## src/rtl/vga_pixel_pipe.sv

```systemverilog
// Pixel path from the line buffer to the VGA pins: per-line prefetch requests,
// a 3-edge read/extract pipeline with matched sync/enable delay, and an end-of-frame pulse.
module vga_pixel_pipe #(
    parameter int INTERFACE_WIDTH_BITS = 128,
    parameter int INTERFACE_ADDR_BITS  = 26,
    parameter int BITS_PER_PIXEL       = 16,
    parameter int DISPLAY_WIDTH        = 640,
    parameter int DISPLAY_HEIGHT       = 480,
    parameter int H_TOTAL              = 800,
    parameter int V_TOTAL              = 525,
    parameter int NUM_BUFFER_ENTRIES   = 80,
    parameter int PREFETCH_COL         = 640
) (
    input  logic                            clk_25,
    input  logic                            reset_n,
    input  logic [9:0]                      col,
    input  logic [9:0]                      row,
    input  logic                            de_in,
    input  logic                            hs_in,
    input  logic                            vs_in,
    input  logic [INTERFACE_ADDR_BITS-1:0]  image_base_address,
    output logic                            buffer_start,
    output logic [INTERFACE_ADDR_BITS-1:0]  buffer_base_address,
    output logic [6:0]                      buffer_read_addr,
    input  logic [INTERFACE_WIDTH_BITS-1:0] buffer_read_data,
    output logic [3:0]                      VGA_R,
    output logic [3:0]                      VGA_G,
    output logic [3:0]                      VGA_B,
    output logic                            VGA_HS,
    output logic                            VGA_VS,
    output logic                            end_frame
);
    localparam int LINE_BYTES = DISPLAY_WIDTH * BITS_PER_PIXEL / 8;
    localparam logic [9:0] PREFETCH_C  = 10'(PREFETCH_COL);
    localparam logic [9:0] LAST_ROW    = 10'(V_TOTAL - 1);
    localparam logic [9:0] LAST_VIS    = 10'(DISPLAY_HEIGHT - 1);
    localparam logic [9:0] LAST_COL    = 10'(H_TOTAL - 1);

    logic [INTERFACE_ADDR_BITS-1:0] frame_base_q, frame_base_d;
    logic [INTERFACE_ADDR_BITS-1:0] base_q, base_d;
    logic                           start_q, start_d;
    logic                           end_q, end_d;
    logic [9:0]                     next_row;
    logic                           fetch_hit;

    logic [6:0] rd_addr_q;
    logic [2:0] sel1_q, sel2_q;
    logic       de1_q, de2_q, hs1_q, hs2_q, vs1_q, vs2_q;
    logic [3:0] r_q, g_q, b_q, r_d, g_d, b_d;
    logic       hs_q, vs_q;
    int         pix_lsb;

    always_comb begin
        frame_base_d = frame_base_q;
        if (col == 10'd0 && row == LAST_ROW)
            frame_base_d = image_base_address;

        // Visible rows fetch the following row; the last blanking row fetches row 0 of the next frame.
        fetch_hit = (col == PREFETCH_C) && ((row < LAST_VIS) || (row == LAST_ROW));
        next_row  = (row == LAST_ROW) ? 10'd0 : row + 10'd1;
        start_d   = fetch_hit;
        base_d    = base_q;
        if (fetch_hit)
            base_d = frame_base_q + INTERFACE_ADDR_BITS'(next_row) * INTERFACE_ADDR_BITS'(LINE_BYTES);

        end_d = (col == LAST_COL) && (row == LAST_VIS);

        pix_lsb = int'(sel2_q) * BITS_PER_PIXEL;
        r_d = 4'd0;
        g_d = 4'd0;
        b_d = 4'd0;
        if (de2_q) begin
            r_d = buffer_read_data[pix_lsb + 12 +: 4];
            g_d = buffer_read_data[pix_lsb + 7  +: 4];
            b_d = buffer_read_data[pix_lsb + 1  +: 4];
        end
    end

    always_ff @(posedge clk_25) begin
        if (!reset_n) begin
            frame_base_q <= '0;
            base_q       <= '0;
            start_q      <= 1'b0;
            end_q        <= 1'b0;
            rd_addr_q    <= '0;
            sel1_q       <= '0;
            sel2_q       <= '0;
            de1_q        <= 1'b0;
            de2_q        <= 1'b0;
            hs1_q        <= 1'b1;
            hs2_q        <= 1'b1;
            vs1_q        <= 1'b1;
            vs2_q        <= 1'b1;
            r_q          <= '0;
            g_q          <= '0;
            b_q          <= '0;
            hs_q         <= 1'b1;
            vs_q         <= 1'b1;
        end else begin
            frame_base_q <= frame_base_d;
            base_q       <= base_d;
            start_q      <= start_d;
            end_q        <= end_d;
            // E1: address the line buffer, remember which pixel of the entry we want
            rd_addr_q    <= col[9:3];
            sel1_q       <= col[2:0];
            de1_q        <= de_in;
            hs1_q        <= hs_in;
            vs1_q        <= vs_in;
            // E2: buffer data for sel1 becomes valid during this cycle
            sel2_q       <= sel1_q;
            de2_q        <= de1_q;
            hs2_q        <= hs1_q;
            vs2_q        <= vs1_q;
            // E3: pixel extraction to the pins
            r_q          <= r_d;
            g_q          <= g_d;
            b_q          <= b_d;
            hs_q         <= hs2_q;
            vs_q         <= vs2_q;
        end
    end

    assign buffer_start        = start_q;
    assign buffer_base_address = base_q;
    assign buffer_read_addr    = rd_addr_q;
    assign end_frame           = end_q;
    assign VGA_R               = r_q;
    assign VGA_G               = g_q;
    assign VGA_B               = b_q;
    assign VGA_HS              = hs_q;
    assign VGA_VS              = vs_q;
endmodule

```

## config.mk

```make
export PLATFORM = sky130hd
export DESIGN_NAME = vga_pixel_pipe
export DESIGN_NICKNAME = d
export VERILOG_FILES = /design/src/rtl/vga_pixel_pipe.sv
export SDC_FILE = /design/constraint.sdc
export NUM_CORES = 1
export LEC_CHECK = 0
export BUFFER_PORTS_ARGS = -buffer_cell sky130_fd_sc_hd__buf_2
export CORE_MARGIN = 8
export CORE_UTILIZATION = 40
export CTS_BUF_LIST = sky130_fd_sc_hd__clkbuf_8
export DETAILED_ROUTE_END_ITERATION = 12
export MAX_ROUTING_LAYER = met4
export PLACE_DENSITY = 0.79
export SLEW_MARGIN = 20
export SYNTH_ARGS = -nofsm -noshare
export SYNTH_HDL_FRONTEND = slang
export SYNTH_SLANG_ARGS = --single-unit
```

## constraint.sdc

```tcl
create_clock -name clk_25 -period 6.09 [get_ports clk_25]
set_input_delay 0.609 -clock clk_25 [delete_from_list [all_inputs] [get_ports clk_25]]
set_output_delay 0.609 -clock clk_25 [all_outputs]
set_load 0.05 [all_outputs]
```

* Yosys cells after proc, flatten, opt, wreduce, memory -nomap -nowiden *
Cells that the tools add are included.

storage, ports and cells
  register bits = 87
  logic and storage cells = 39

operators by class
  $add $sub $neg = 5
  multipliers = 1
  $lt $le $gt $ge = 1
  eq/ne operators = 4
  shift-type cells = 3
  multiplexer cells = 1
  reductions and logical operators = 6

operators by type and width
  operator                                                                 number
  128-bit by 9-bit indexed part select with 4-bit output                   3
  10-bit equality test (second input constant)                             3
  26-bit by 21-bit adder with 26-bit output                                1
  10-bit by 3-bit multiplier with 13-bit output (second input constant)    1
  10-bit by 1-bit adder with 10-bit output (second input constant)         1
  10-bit by 9-bit equality test with 1-bit output (second input constant)  1
  10-bit zero test                                                         1
  10-bit by 9-bit < comparator with 1-bit output (second input constant)   1
  10-bit two-way mux                                                       1
  7-bit by 1-bit adder with 8-bit output (second input constant)           1
  7-bit by 3-bit adder with 8-bit output (second input constant)           1
  7-bit by 4-bit adder with 8-bit output (second input constant)           1
  1-bit logical AND                                                        3
  2-bit AND reduction                                                      1
  1-bit logical OR                                                         1

* Logic depth before layout (Yosys ltp) *
Gate-level depths: netlist of run 1.

  depth after elaboration = 4
  depth in mapped cells = 23
  depth with buffers taken out = 22

* Worst setup path before layout of run 1 *
No wires, ideal clock.

  path kind = input-to-reg
  start = input port row[0]
  end = register base_q[23], in the netlist buffer_base_address[23]
  library setup time = 0.122 ns
  data arrival time = 4.349 ns
  required time = 5.968 ns
  slack = 1.619 ns
  stages on the path = 23
  path buffers = 1
  cells stage by stage = inv_1 > ha_1 > nand4_1 > nor4_4 > buf_6 > and2b_2 > ha_1 > ha_1 > inv_1 > fa_1 > nor2b_1 > o21ai_0 > a21boi_0 > o21ai_0 > nor2b_1 > xnor2_1 > ha_1 > nand2_1 > o21ai_0 > nor2_1 > a21oi_1 > a31o_2 > a31oi_1

between the ends
  word-level cells in the longest chain between the ends = 4

ends and longest elaborated chain
  element                                                                                  RTL line  source
  start: declaration                                                                       17        input logic [9:0] row,
  10-bit by 1-bit adder with 10-bit output / 10-bit equality test (equally long branches)  60, 59
  10-bit two-way mux                                                                       60        next_row = (row == LAST_ROW) ? 10'd0 : row + 10'd1;
  10-bit by 3-bit multiplier with 13-bit output                                            64        base_d = frame_base_q + INTERFACE_ADDR_BITS'(next_row) * INTERFACE_ADDR_BITS'(LINE_BYTES);
  26-bit by 21-bit adder with 26-bit output                                                64
  end signal: assignment                                                                   101       base_q <= base_d;
  end: declaration                                                                         40        logic [INTERFACE_ADDR_BITS-1:0] base_q, base_d;

Several ways; a longest one is shown, not always the timed one.
A chain may end at the register's enable or synchronous reset.

* Worst setup path after layout of run 1 *
Same ends and word-level chain as after synthesis.

==> impl.org, run 1 <==
** Status
- Outcome :: completed

** Yosys
- Among all flip-flop cells after synthesis, the most frequent one is sky130_fd_sc_hd__dfxtp_1.
- The synthesized design spends more area on one cell type than any other, namely sky130_fd_sc_hd__dfxtp_1.
- Yosys warns :: 0
- Post-synth ARST share :: 0%
- Counting distinct cell types in the post-synthesis netlist gives 58.
- In this run, synthesis produced a sequential element count of 87.
- Share of Yosys cell area claimed by the top area cell type :: 34.7%
- Synthesis produced a netlist with a net count of 707.
- In the synthesized netlist, the number of instances is 494.
- Summing the sequential cell areas from Yosys gives 34.7% of the chip area.
- Synthesized area :: 0.00502 mm2
- After synthesis, the cell types taking the most area are sky130_fd_sc_hd__dfxtp_1 (35%), sky130_fd_sc_hd__mux4_2 (11%), sky130_fd_sc_hd__ha_1 (8.0%).
- Yosys mapped a number of flops with a built-in enable equal to 0.
- Mean Syn Cell Area :: 10.2 um2

** Routing
- Summing over every cut layer, the via total after detailed routing is 4241.
- The count of nets left with antenna violations once routing finished came out at 0.
- Dividing the detail-routed via count by the number of cells gives 4.95.
- In the final routed layout, each cell accounts on average for 16.3 um.
- After the first detailed-routing iteration, the DRC count stood at 298.
- For this block, the routed nets add up to 14000 um of wire.
- For this run, design rule violations remaining after detail routing come to 0.
- Before antenna repair, the detailed router went through 4 iterations.

** Setup path
- At the worst endpoint, the required time is 6.31 ns.
- Broken down by cell family, the worst path's largest delay share belongs to compound AO/OA/AOI/OAI gates.
- Along the worst path, the maximum fanout reaches 11.
- CP bufs+invs :: 4
- Critical path class :: input port to flop
- The signal on the critical path passes through buf_2 > inv_1 > ha_1 > nand4_1 > nor4_4 > buf_4 > and2b_2 > ha_1 > ha_1 > inv_1 > fa_1 > nor2b_1 > o21ai_0 > a21boi_0 > o21ai_0 > nor2b_1 > xnor2_1 > ha_1 > nand2_1 > nor2_1 > o221ai_1 > a21oi_1 > a31o_2 > a31oi_1.
- The worst setup path is launched from an input port.
- The worst setup path is captured at a flop.
- In this design, the critical path's most frequently occurring cell is sky130_fd_sc_hd__ha_1.
- For this run, the slowest stage of the critical path takes 0.46 ns.
- STA puts the critical path data arrival time at 5.07 ns.
- The slowest stage of the critical path belongs to the cell sky130_fd_sc_hd__a21oi_1.

** Timing
- Post-Route Setup TNS :: 0 ns
- Minimum period implied by the final worst setup slack :: 4.84 ns
- Setup violations remaining at the end of the flow were counted as 0.
- Max-slew headroom at the worst pin :: 28.5%
- Share of the clock period used by the worst path :: 79.6%
- Derived from the worst setup path, the maximum achievable clock frequency is 0.206 GHz.
- The number of failing hold endpoints at the final stage came to 0.
- Number of pins with negative max-slew slack in the final report :: 0
- Post-Route Skew :: 0.00912 ns
- Setup repair after global routing left no endpoint under its margin.
- Worst Hold Slack :: 0.411 ns
- At the pin with the least slew margin, the transition time is 1.07 ns.

** Placed design
- Detailed placer's ending HPWL :: 11300 um
- Final estimated routing congestion in global placement :: 0.823
- The count of buffers added on input and output ports is 195.

** Power
- PD cells :: 201 mW/mm2
- In this run, flip-flops and latches consume 46.0% of the power.
- Static leakage :: 2.76 nW
- Peak supply drop :: 86.7 uV
- Portion of total power attributed to the clock network :: 32.5%
- Combinational logic burns 21.5% of the power.
- Switching power summed over all nets :: 354 uW
- The internal portion of the total power is 911 uW.
- Share of total power consumed by net switching :: 28.0%

** CTS
- Clock transition at the registers of the reported paths :: 0.09 ns
- Buffers inserted by post-CTS timing repair :: 0
- The later pin in the worst-skew pair is clocked with a latency of 0.34 ns.
- Max H-tree Level :: 3
- CTS hold repair buffers :: 0
- Number of buffers between clock root and the deepest sink :: 2
- Total of cells resized after clock tree synthesis :: 0
- CTS buffer count :: 9
- Clock tree root buffer cell :: sky130_fd_sc_hd__clkbuf_8
- TritonCTS built the clock tree.
- The clock drives 87 sinks.

** GRT
- Pin count of the biggest net entering global routing :: 56
- Overflow after GRT :: 0
- First-pass GRT wire length :: 22000 um
- The number of global-route vias before repair came to 4268.
- Antenna violations before repair :: 0
- In the global route stage, overall resource usage came out at 17.5%.

** Floorplan
- The initial utilization of the core area, before any placement, comes to 40.4%.
- From left edge to right edge, the die measures 128 um.
- In this run the core area contains 41 standard-cell rows.
- Chip height :: 128 um
- Number of top-level pins :: 228
- The die covers 0.0164 mm2.
- The region available for standard cell placement spans 0.0124 mm2.

** Job
- Max-cap violations in this run came to 0.

** Cells and area
- Area added between synthesis and finish :: 25.3%
- Fillers :: 1206
- In the final design database the tool counted 893 nets.
- The library cell used most frequently in the layout, excluding fill and tap cells, is sky130_fd_sc_hd__buf_2.
- The top cell types in the final layout, fill and taps aside, are sky130_fd_sc_hd__buf_2 (195), sky130_fd_sc_hd__dfxtp_1 (87), sky130_fd_sc_hd__nand2_1 (38).
- At the end of the flow the core is filled with cells to 50.7%.
- 0 antenna diodes ended up in the layout.
- Layout cells sized above 1 :: 37.8%

** Hold path
- Type of the tightest min-delay check :: flop to flop
==> metal layers <==
layer	wire length, um	up-vias	share of wire [%]	global-route usage (%)
met4	130	0	0.93	4.83
met2	6910	115	49	29.7
met3	831	11	5.9	3.91
li1	-	2141	-	-
met5	0	-	0	-
met1	6120	1974	44	20.3
==> worst paths after layout <==
kind | depth (start not counted) | slack [ns] | endpoint | startpoint
setup / recovery | 24 | 1.25 | buffer_base_address[23]$_SDFFE_PN0P_ | row[0]
hold reg to reg | 1 | 0.41 | vs2_q$_SDFF_PN1_ | vs1_q$_SDFF_PN1_
hold / removal | 1 | 0.41 | vs2_q$_SDFF_PN1_ | vs1_q$_SDFF_PN1_
setup reg to reg | 9 | 3.73 | buffer_base_address[24]$_SDFFE_PN0P_ | frame_base_q[8]$_SDFFE_PN0P_
==> synth_stat cells (2+ instances only) <==
cell	number
sky130_fd_sc_hd__fa_1	2
sky130_fd_sc_hd__and3_1	5
sky130_fd_sc_hd__buf_8	4
sky130_fd_sc_hd__a31o_2	2
sky130_fd_sc_hd__mux4_2	24
sky130_fd_sc_hd__nor3_1	3
sky130_fd_sc_hd__nor2b_1	31
sky130_fd_sc_hd__and4_1	2
sky130_fd_sc_hd__nand2b_1	11
sky130_fd_sc_hd__nand3_1	11
sky130_fd_sc_hd__nand4_1	5
sky130_fd_sc_hd__nand2_1	38
sky130_fd_sc_hd__and2_1	18
sky130_fd_sc_hd__or2_2	4
sky130_fd_sc_hd__ha_1	32
sky130_fd_sc_hd__nor4_2	2
sky130_fd_sc_hd__a21boi_0	2
sky130_fd_sc_hd__clkbuf_1	11
sky130_fd_sc_hd__dfxtp_1	87
sky130_fd_sc_hd__a21boi_2	3
sky130_fd_sc_hd__mux2i_1	37
sky130_fd_sc_hd__a211oi_1	3
sky130_fd_sc_hd__a21oi_1	16
sky130_fd_sc_hd__or3_1	2
sky130_fd_sc_hd__buf_1	2
sky130_fd_sc_hd__inv_1	14
sky130_fd_sc_hd__buf_6	3
sky130_fd_sc_hd__o21ai_0	24
sky130_fd_sc_hd__o211ai_1	3
sky130_fd_sc_hd__a31oi_1	4
sky130_fd_sc_hd__a21boi_1	10
sky130_fd_sc_hd__nor2_1	22
sky130_fd_sc_hd__xnor2_1	12
sky130_fd_sc_hd__buf_2	4
sky130_fd_sc_hd__a21o_1	6
sky130_fd_sc_hd__xor2_1	13
==> state kept, by name (all words and copies together), names as in the netlist <==
signal / cells
de2_q: 1
vs2_q: 1
VGA_HS: 1
buffer_read_addr: 7
VGA_VS: 1
VGA_B: 4
VGA_R: 4
hs2_q: 1
frame_base_q: 26
hs1_q: 1
sel1_q: 3
end_frame: 1
vs1_q: 1
de1_q: 1
VGA_G: 4
buffer_base_address: 26
buffer_start: 1
sel2_q: 3
==> power by group through the flow <==
| stage | combinational, mW | clock (mW) | sequential, mW |
|---|---|---|---|
| floorplan | 0.168 | 0 | 0.608 |
| global placement | 0.266 | 0 | 0.595 |
| detailed placement | 0.272 | 0 | 0.595 |
| CTS | 0.274 | 0.429 | 0.582 |
| global route | 0.304 | 0.452 | 0.583 |
| finish | 0.272 | 0.412 | 0.582 |
==> metrics by stage <==
stage	cell area [um2]	cells	setup slack, ns	power, mW
after floorplan	5020	494	1.62	0.776
after global placement	6080	841	0.988	0.860
after detailed placement	6080	841	0.916	0.867
after CTS	6290	857	1.29	1.28
after global routing	6290	857	0.853	1.34
final	6290	857	1.25	1.27
==> final cells by class <==
cell class	instances	area (um2)	share of cell area [%]
Inverter	14	52.6	0.836
Multi-Input combinational cell	369	3070	48.8
Clock inverter	6	67.6	1.07
Clock buffer	10	138	2.19
Tap cell	172	215	3.42
Sequential cell	87	1740	27.7
Timing Repair Buffer	199	1010	16.0
==> kinds of logic after synthesis <==
family	count (synthesis)	synth area share, %
DFF	87	34.7
buffers and inverters	38	4.29
xor gates and xnor gates	25	4.36
AOI/OAI and AO/OA	85	11.5
muxes	61	18.2
adders and majority gates	34	8.78
and+or+nand+nor	164	18.2
(Power assumes the default switching activity.)
==> run 2, diff against run 1 <==
PLACE_DENSITY = 0.82   (was 0.79)
clock period = 4.17 ns   (was 6.09 ns; I/O delays follow)
==> run 2 against run 1 <==
Non-clock buffer count rose by 41. Clock skew about the same. Worst hold slack lost 0.17 ns. Sequential cell count unchanged. Sequential share of layout area shrank 1.6 points. Utilization grew 3.2 points. Sequential power is 47% higher. First-iteration DRC count decreased by 20%. Final cell count increased by 5.0%. Die area stayed put. Power grew 48%. Clock-buffer cell count is 1 lower. Critical endpoint is now buffer_base_address[25]$_SDFFE_PN0P_.
==> impl.org, run 2 (synthesized netlist as in run 1, its figures left out) <==
** Setup path
- The setup path with the least slack is of type input port to flop.
- CP bufs+invs :: 1
- The critical path ends at buffer_base_address[25]$_SDFFE_PN0P_.
- The critical path goes through buf_2 > or3_4 > nor4_4 > and2b_2 > ha_4 > ha_1 > a21o_1 > a21oi_2 > o21ai_1 > or4_1 > o311ai_1 > xnor2_1 > ha_1 > a21oi_1 > o21ai_2 > nor2_2 > a21oi_4 > a31o_2 > a31oi_1.
- The most critical setup path has its startpoint at row[6].
- Arrival time of data at the critical path endpoint :: 4.26 ns
- In this run the critical register-to-register path is launched from frame_base_q[8]$_SDFFE_PN0P_.
- Most used cell along the critical path :: sky130_fd_sc_hd__ha_1
- Crit. End Element :: flop
- The worst register-to-register path has a setup slack of 1.79 ns.
- Top Family by Delay on Critical Path :: simple AND/OR/NAND/NOR gates
- STA puts the critical path data required time at 4.47 ns.
- For the worst flop-to-flop path, the logic depth is 9.
- The slowest stage of the critical path belongs to the cell sky130_fd_sc_hd__or4_1.
- STA classifies the critical path startpoint as an input port.
- For this run, the slowest stage of the critical path takes 0.40 ns.
- Largest fanout on the critical path :: 6
- The critical path runs through a total of 19 cells.
- Capturing point of the worst reg2reg path :: buffer_base_address[22]$_SDFFE_PN0P_

** Floorplan
- Measured along the y axis, the die boundary spans 128 um.
- Area of the placeable core :: 0.0124 mm2
- Row cnt :: 41
- Total die area :: 0.0164 mm2
- Once the floorplan was initialized, standard cells occupied 40.4% of the core.
- Pin placement for this block handled 228 I/O pins.
- From left edge to right edge, the die measures 128 um.

** Routing
- For this block, the initial DRC count from the detailed router was 237.
- Dividing the detail-routed via count by the number of cells gives 4.96.
- Vias :: 4465
- In the routed design, unresolved DRC markers number 0.
- Number of detailed-route iterations in the first pass :: 4
- Number of nets still failing antenna checks after routing :: 0
- Dividing the detail-routed wire length by the instance count gives 16.2 um.
- Final wirelength :: 14600 um

** Timing
- Max-slew headroom at the worst pin :: 30.8%
- After layout, the minimum clock period comes to 3.97 ns.
- Post-Route Skew :: 0.00916 ns
- Worst Hold Slack :: 0.237 ns
- Number of pins with negative max-slew slack in the final report :: 0
- Share of the clock period used by the worst path :: 95.2%
- The number of failing hold endpoints at the final stage is 0.
- Setup violations remaining at the end of the flow were counted as 0.
- Slew at the pin closest to its max-slew limit :: 1.04 ns
- For this run, the top clock speed supported by timing is 0.252 GHz.

** CTS
- Buffers inserted during clock tree synthesis total 9.
- The clock passes through at most 2 buffers.
- In this run the clock root is driven by a sky130_fd_sc_hd__clkbuf_8.
- Clk_lat worst skew :: 0.36 ns
- The tree built by TritonCTS fans out to 87 sinks.
- Clock tree from TritonCTS :: yes
- CTS hold repair buffers :: 0
- Clock transition at the registers of the reported paths :: 0.09 ns
- CTS built an H-tree with a depth of 3.

** Cells and area
- Most common cell after layout, fill and taps aside :: sky130_fd_sc_hd__buf_2
- In the layout the commonest cells are sky130_fd_sc_hd__buf_2 (195), sky130_fd_sc_hd__dfxtp_1 (86), sky130_fd_sc_hd__buf_4 (45).
- Total number of nets in the final design :: 934
- Non-filler cells in the finished layout :: 900
- Compared with the post-synthesis result, the final layout area differs by 33.1%.
- The post-route netlist has 43.9% of its cells at a drive strength greater than 1.

** GRT
- For this run the aggregate overflow at the end of global routing stands at 0.
- Antenna violations before repair :: 1
- First-pass GRT wire length :: 22800 um
- The number of global-route vias before repair came to 4464.
- All-layer global routing usage :: 18.2%
- Entering global routing, the biggest net connects 52 pins.

** Power
- The analysis attributes to net switching a power of 554 uW.
- Share of total power consumed by net switching :: 29.7%
- The design draws 1.87 mW.
- Flop pwr share :: 45.7%
- In this run the power density over the cells is 280 mW/mm2.
- Static leakage :: 2.97 nW
- Internal power component :: 1.31 mW
- The share of total power dissipated in the clock network is 28.6%.
- Proportion of power drawn by combinational gates :: 25.7%
- VDD sags by at most 140 uV.

** Job
- Max-cap violations in this run came to 0.

** Placed design
- Detailed placer's ending HPWL :: 11800 um
- During placement, the flow inserted port buffers numbering 195.
- Final estimated routing congestion in global placement :: 0.847
- # placed instances :: 881

** Hold path
- Launch instance of the worst min-delay path :: hs_in
- The min-delay analysis places its worst path in the category input port to flop.

** Status
- Outcome :: completed
run 2: worst min-delay path by stage:
stage | endpoint | slack [ns] | cells after the start
finish | hs1_q$_SDFF_PN1_ | 0.24 | 2
global route | hs1_q$_SDFF_PN1_ | 0.24 | 2
CTS | hs1_q$_SDFF_PN1_ | 0.22 | 2
detailed placement | vs2_q$_SDFF_PN1_ | 0.39 | 1
global placement | VGA_VS$_SDFF_PN1_ | 0.39 | 1
floorplan | VGA_HS$_SDFF_PN1_ | 0.39 | 1
run 2: repair_timing:
action,in CTS,in global routing
gates resized for setup,1,25
setup buffers,1,0
pin swaps,1,19
endpoints found under the setup margin,2,8
gates cloned,0,0
run 2: power groups by stage:
stage | clock [mW] | sequential (mW) | combinational (mW)
after detailed placement | 0 | 0.872 | 0.448
after global placement | 0 | 0.872 | 0.438
after floorplan | 0 | 0.887 | 0.246
final | 0.534 | 0.853 | 0.481
after CTS | 0.550 | 0.853 | 0.452
after global routing | 0.585 | 0.855 | 0.530
run 2: worst reg2reg max path: stages (launching register included):
cell and delay (ns):
sky130_fd_sc_hd__dfxtp_1 0.35, sky130_fd_sc_hd__ha_1 0.20, sky130_fd_sc_hd__inv_1 0.06, sky130_fd_sc_hd__fa_1 0.38, sky130_fd_sc_hd__nand2b_1 0.19, sky130_fd_sc_hd__a21oi_1 0.20
sky130_fd_sc_hd__o31a_1 0.28, sky130_fd_sc_hd__a211oi_2 0.12, sky130_fd_sc_hd__or3_1 0.35, sky130_fd_sc_hd__a31oi_1 0.17
run 2: metrics by stage:
| stage | setup TNS (ns) | cell area [um2] | setup slack, ns | util [%] |
|---|---|---|---|---|
| 2_1_floorplan | 0 | 5030 | 0.000149 | - |
| 3_3_place_gp | -1.16 | 6390 | -0.239 | 51.5 |
| 3_5_place_dp | -2.28 | 6390 | -0.418 | 51.5 |
| 4_1_cts | 0 | 6580 | 0.00584 | 53.0 |
| 5_1_grt | -0.0576 | 6680 | -0.0470 | 53.8 |
| 6_report | 0 | 6680 | 0.202 | 53.8 |
run 2: area by class of cell:
class	instances	area (um2)
sequential	87	1740
timing repair buffer	240	1310
inverter	14	52.6
clock buffer	9	124
antenna	2	5.00
clock inverter	7	48.8
multi-input combinational	369	3180
fill	1131	5730
tap	172	215
run 2: metal layers:
| layer | up-vias | wire length [um] | GRT usage, % |
|---|---|---|---|
| li1 | 2221 | - | - |
| met1 | 2096 | 6200 | 21.6 |
| met2 | 136 | 7280 | 30.3 |
| met3 | 12 | 862 | 3.70 |
| met4 | 0 | 218 | 5.87 |
| met5 | - | 0 | - |
==> run 3, diff against run 2 <==
CORE_UTILIZATION = 44   (was 40)
CTS_CLUSTER_DIAMETER = 120   (was default)
PLACE_DENSITY = 0.88   (was 0.82)
==> run 3 against run 2 <==
Sequential share of layout area is 0.35 points lower. Utilization increased by 6.2 points. Combinational power grew 6.7%. Global-route usage increased by 1.4 points. Largest cell class unchanged. Highest routed layer unchanged.
==> impl.org, run 3 (synthesized netlist as in run 1, its figures left out) <==
** Power
- Share of total power consumed by net switching :: 26.7%
- Cell internal power was estimated by the tool at 1.51 mW.
- Flop pwr share :: 41.4%
- PD cells :: 303 mW/mm2
- Switching power summed over all nets :: 547 uW
- Overall power after layout :: 2.05 mW
- Per report_power, the clock group accounts for 33.6% of the total.
- Static leakage :: 3.05 nW
- IR analysis of the VDD net gives a maximum drop of 182 uV.
- Proportion of power drawn by combinational gates :: 25.0%

** Cells and area
- Total number of nets in the final design :: 941
- Of the cells placed in the final design, the portion with a size suffix greater than 1 is 43.9%.
- Summed area of non-filler cells in the final layout :: 0.00677 mm2
- Antenna Diode Count :: 0
- Fillers :: 945
- Cells fill 60.0% of the core in the end.
- Commonest non-fill, non-tap cells in the layout :: sky130_fd_sc_hd__buf_2 (193), sky130_fd_sc_hd__dfxtp_1 (87), sky130_fd_sc_hd__buf_4 (51)
- The library cell used most frequently in the layout, excluding fill and tap cells, is sky130_fd_sc_hd__buf_2.
- Non-filler cells in the finished layout :: 876
- Relative to the synthesized area, the layout overhead comes to 34.8%.

** CTS
- CTS buffer count :: 9
- Clock tree synthesis found a total of 87 sinks.
- Number of buffers between clock root and the deepest sink :: 2
- Max H-tree Level :: 3
- The tree is rooted in a sky130_fd_sc_hd__clkbuf_8.
- Clk_lat worst skew :: 0.35 ns
- CTS hold repair buffers :: 0
- TritonCTS built the clock tree.
- Clock transition at the registers of the reported paths :: 0.08 ns

** Job
- Number of maximum-capacitance constraint violations :: 0

** Setup path
- Data required time at the worst endpoint :: 4.45 ns
- Number of cell instances on the worst register-to-register path :: 9
- At the worst endpoint, the arrival time is 4.35 ns.
- The worst setup path is captured at a flop.
- The critical path is of the input port to flop type.
- Slack of the worst reg-to-reg path :: 1.70 ns
- Largest fanout on the critical path :: 6
- Critical path startpoint category :: input port

** Routing
- For this block, wires on met1 add up to 6130 um.
- Routed wirelength normalized by instance count :: 16.9 um
- The routed layout has 4595 vias.
- The pre-antenna-repair detailed-routing pass consisted of 4 iterations.
- The count of nets left with antenna violations once routing finished came out at 0.
- Met3 WL :: 990 um
- After detailed routing, no signal wire sits above met4.
- After detailed routing, the number of remaining DRC violations is 0.
- In the routed layout, each cell is associated on average with a via count of 5.25.
- In this run, the number of DRC markers left after iteration 0 of detailed routing was 398.
- Final wirelength :: 14800 um
- Routed wire length on met2 :: 7490 um

** Placed design
- Summing all placed instances gives a cell area of 0.00638 mm2.
- # placed instances :: 855
- Detailed placement ended at an HPWL of 11600 um.
- Final estimated routing congestion in global placement :: 0.833
- Number of buffer cells added on primary ports :: 195

** Floorplan
- For this configuration, the core starts out at a cell density of 44.5%.
- Area of the placeable core :: 0.0113 mm2
- Pin placement for this block handled 228 I/O pins.
- The die is 123 um wide.
- Row cnt :: 39
- Chip height :: 123 um
- Total die area :: 0.0151 mm2

** Timing
- The clock arrives with 0.0143 ns of skew.
- After layout, the minimum clock period comes to 4.08 ns.
- At the pin with the least slew margin, the transition time is 1.06 ns.
- Number of endpoints with negative hold slack in the final report :: 0
- Unrepaired setup endpoints after global routing :: true
- Number of pins with negative max-slew slack in the final report :: 0
- Share of the clock period used by the worst path :: 97.8%
- Adding up every negative setup slack in the final design gives 0 ns.
- Max-slew headroom at the worst pin :: 29.2%
- Max frequency :: 0.245 GHz
- Setup violations remaining at the end of the flow were counted as 0.

** GRT
- All-layer global routing usage :: 19.6%
- The first global-routing pass estimated 22900 um of wire.
- Overflow after GRT :: 0
- The number of global-route vias before repair is 4617.
- Entering global routing, the biggest net connects 54 pins.
- The initial antenna violation count is 0.

** Status
- The run finished with clean final reports.

** Hold path
- Number of instances on the worst hold path :: 2
- Type of the tightest min-delay check :: input port to flop
## run 3: changes by cell type in the layout (fill, tap and decap cells not counted), moves of 3 or more
cell	change
sky130_fd_sc_hd__bufinv_16	+3
sky130_fd_sc_hd__buf_4	+6
sky130_fd_sc_hd__o21ai_1	+3
sky130_fd_sc_hd__buf_6	+3
sky130_fd_sc_hd__clkinvlp_4	-3
## run 3: routing by layer
| layer | GRT usage (%) | vias to the layer above |
|---|---|---|
| met1 | 23.1 | 2210 |
| met2 | 33.5 | 136 |
| li1 | - | 2230 |
| met3 | 3.68 | 19 |
| met4 | 5.33 | 0 |
| met5 | - | - |
## run 3: through the flow
stage	setup slack (ns)	hold WS (ns)
6_report	0.0907	0.253
5_1_grt	-0.0843	0.239
3_3_place_gp	-0.222	0.390
2_1_floorplan	0.000149	0.386
3_5_place_dp	-0.369	0.393
4_1_cts	0.0344	0.230
## run 3: what timing repair did
item,4_1_cts,5_1_grt
gates resized for setup,4,26
setup endpoints to repair,2,8
pin swaps,3,14
setup buffers,0,5
## run 3: area by class of cell
class                           count  area [um2]  share of cell area (%)
Inverter                           14        52.6                   0.777
Multi-Input combinational cell    369        3180                    46.9
Clock buffer                        9         124                    1.83
Sequential cell                    87        1740                    25.7
Timing Repair Buffer              247        1380                    20.4
Clock inverter                      7         111                    1.65
Tap cell                          143         179                    2.64
## run 3: worst paths after layout
| kind | startpoint | end |
|---|---|---|
| hold / removal | vs_in | vs1_q$_SDFF_PN1_ |
| setup / recovery | row[8] | buffer_base_address[23]$_SDFFE_PN0P_ |
| hold reg to reg | hs1_q$_SDFF_PN1_ | hs2_q$_SDFF_PN1_ |
| setup reg to reg | frame_base_q[8]$_SDFFE_PN0P_ | buffer_base_address[24]$_SDFFE_PN0P_ |
## run 3: critical path: stages
cell                       delay (ns)
sky130_fd_sc_hd__buf_6           0.09
sky130_fd_sc_hd__or3_4           0.38
sky130_fd_sc_hd__nor4_4          0.22
sky130_fd_sc_hd__and2b_2         0.28
sky130_fd_sc_hd__ha_4            0.16
sky130_fd_sc_hd__ha_1            0.26
sky130_fd_sc_hd__a21o_1          0.21
sky130_fd_sc_hd__a21oi_2         0.18
sky130_fd_sc_hd__o21ai_1         0.11
sky130_fd_sc_hd__or4_1           0.42
sky130_fd_sc_hd__o311ai_1        0.11
sky130_fd_sc_hd__xnor2_1         0.14
sky130_fd_sc_hd__buf_4           0.15
sky130_fd_sc_hd__ha_1            0.29
sky130_fd_sc_hd__a21oi_2         0.16
sky130_fd_sc_hd__o21ai_2         0.09
sky130_fd_sc_hd__nor2_2          0.15
sky130_fd_sc_hd__a21oi_4         0.10
sky130_fd_sc_hd__a31o_2          0.26
sky130_fd_sc_hd__a31oi_1         0.15
## run 3: power by group through the flow
stage / Clock, mW / Sequential, mW / Combinational, mW
2_1_floorplan: 0 / 0.887 / 0.246
3_3_place_gp: 0 / 0.869 / 0.449
3_5_place_dp: 0 / 0.869 / 0.463
4_1_cts: 0.709 / 0.850 / 0.470
5_1_grt: 0.744 / 0.851 / 0.560
6_report: 0.690 / 0.850 / 0.513
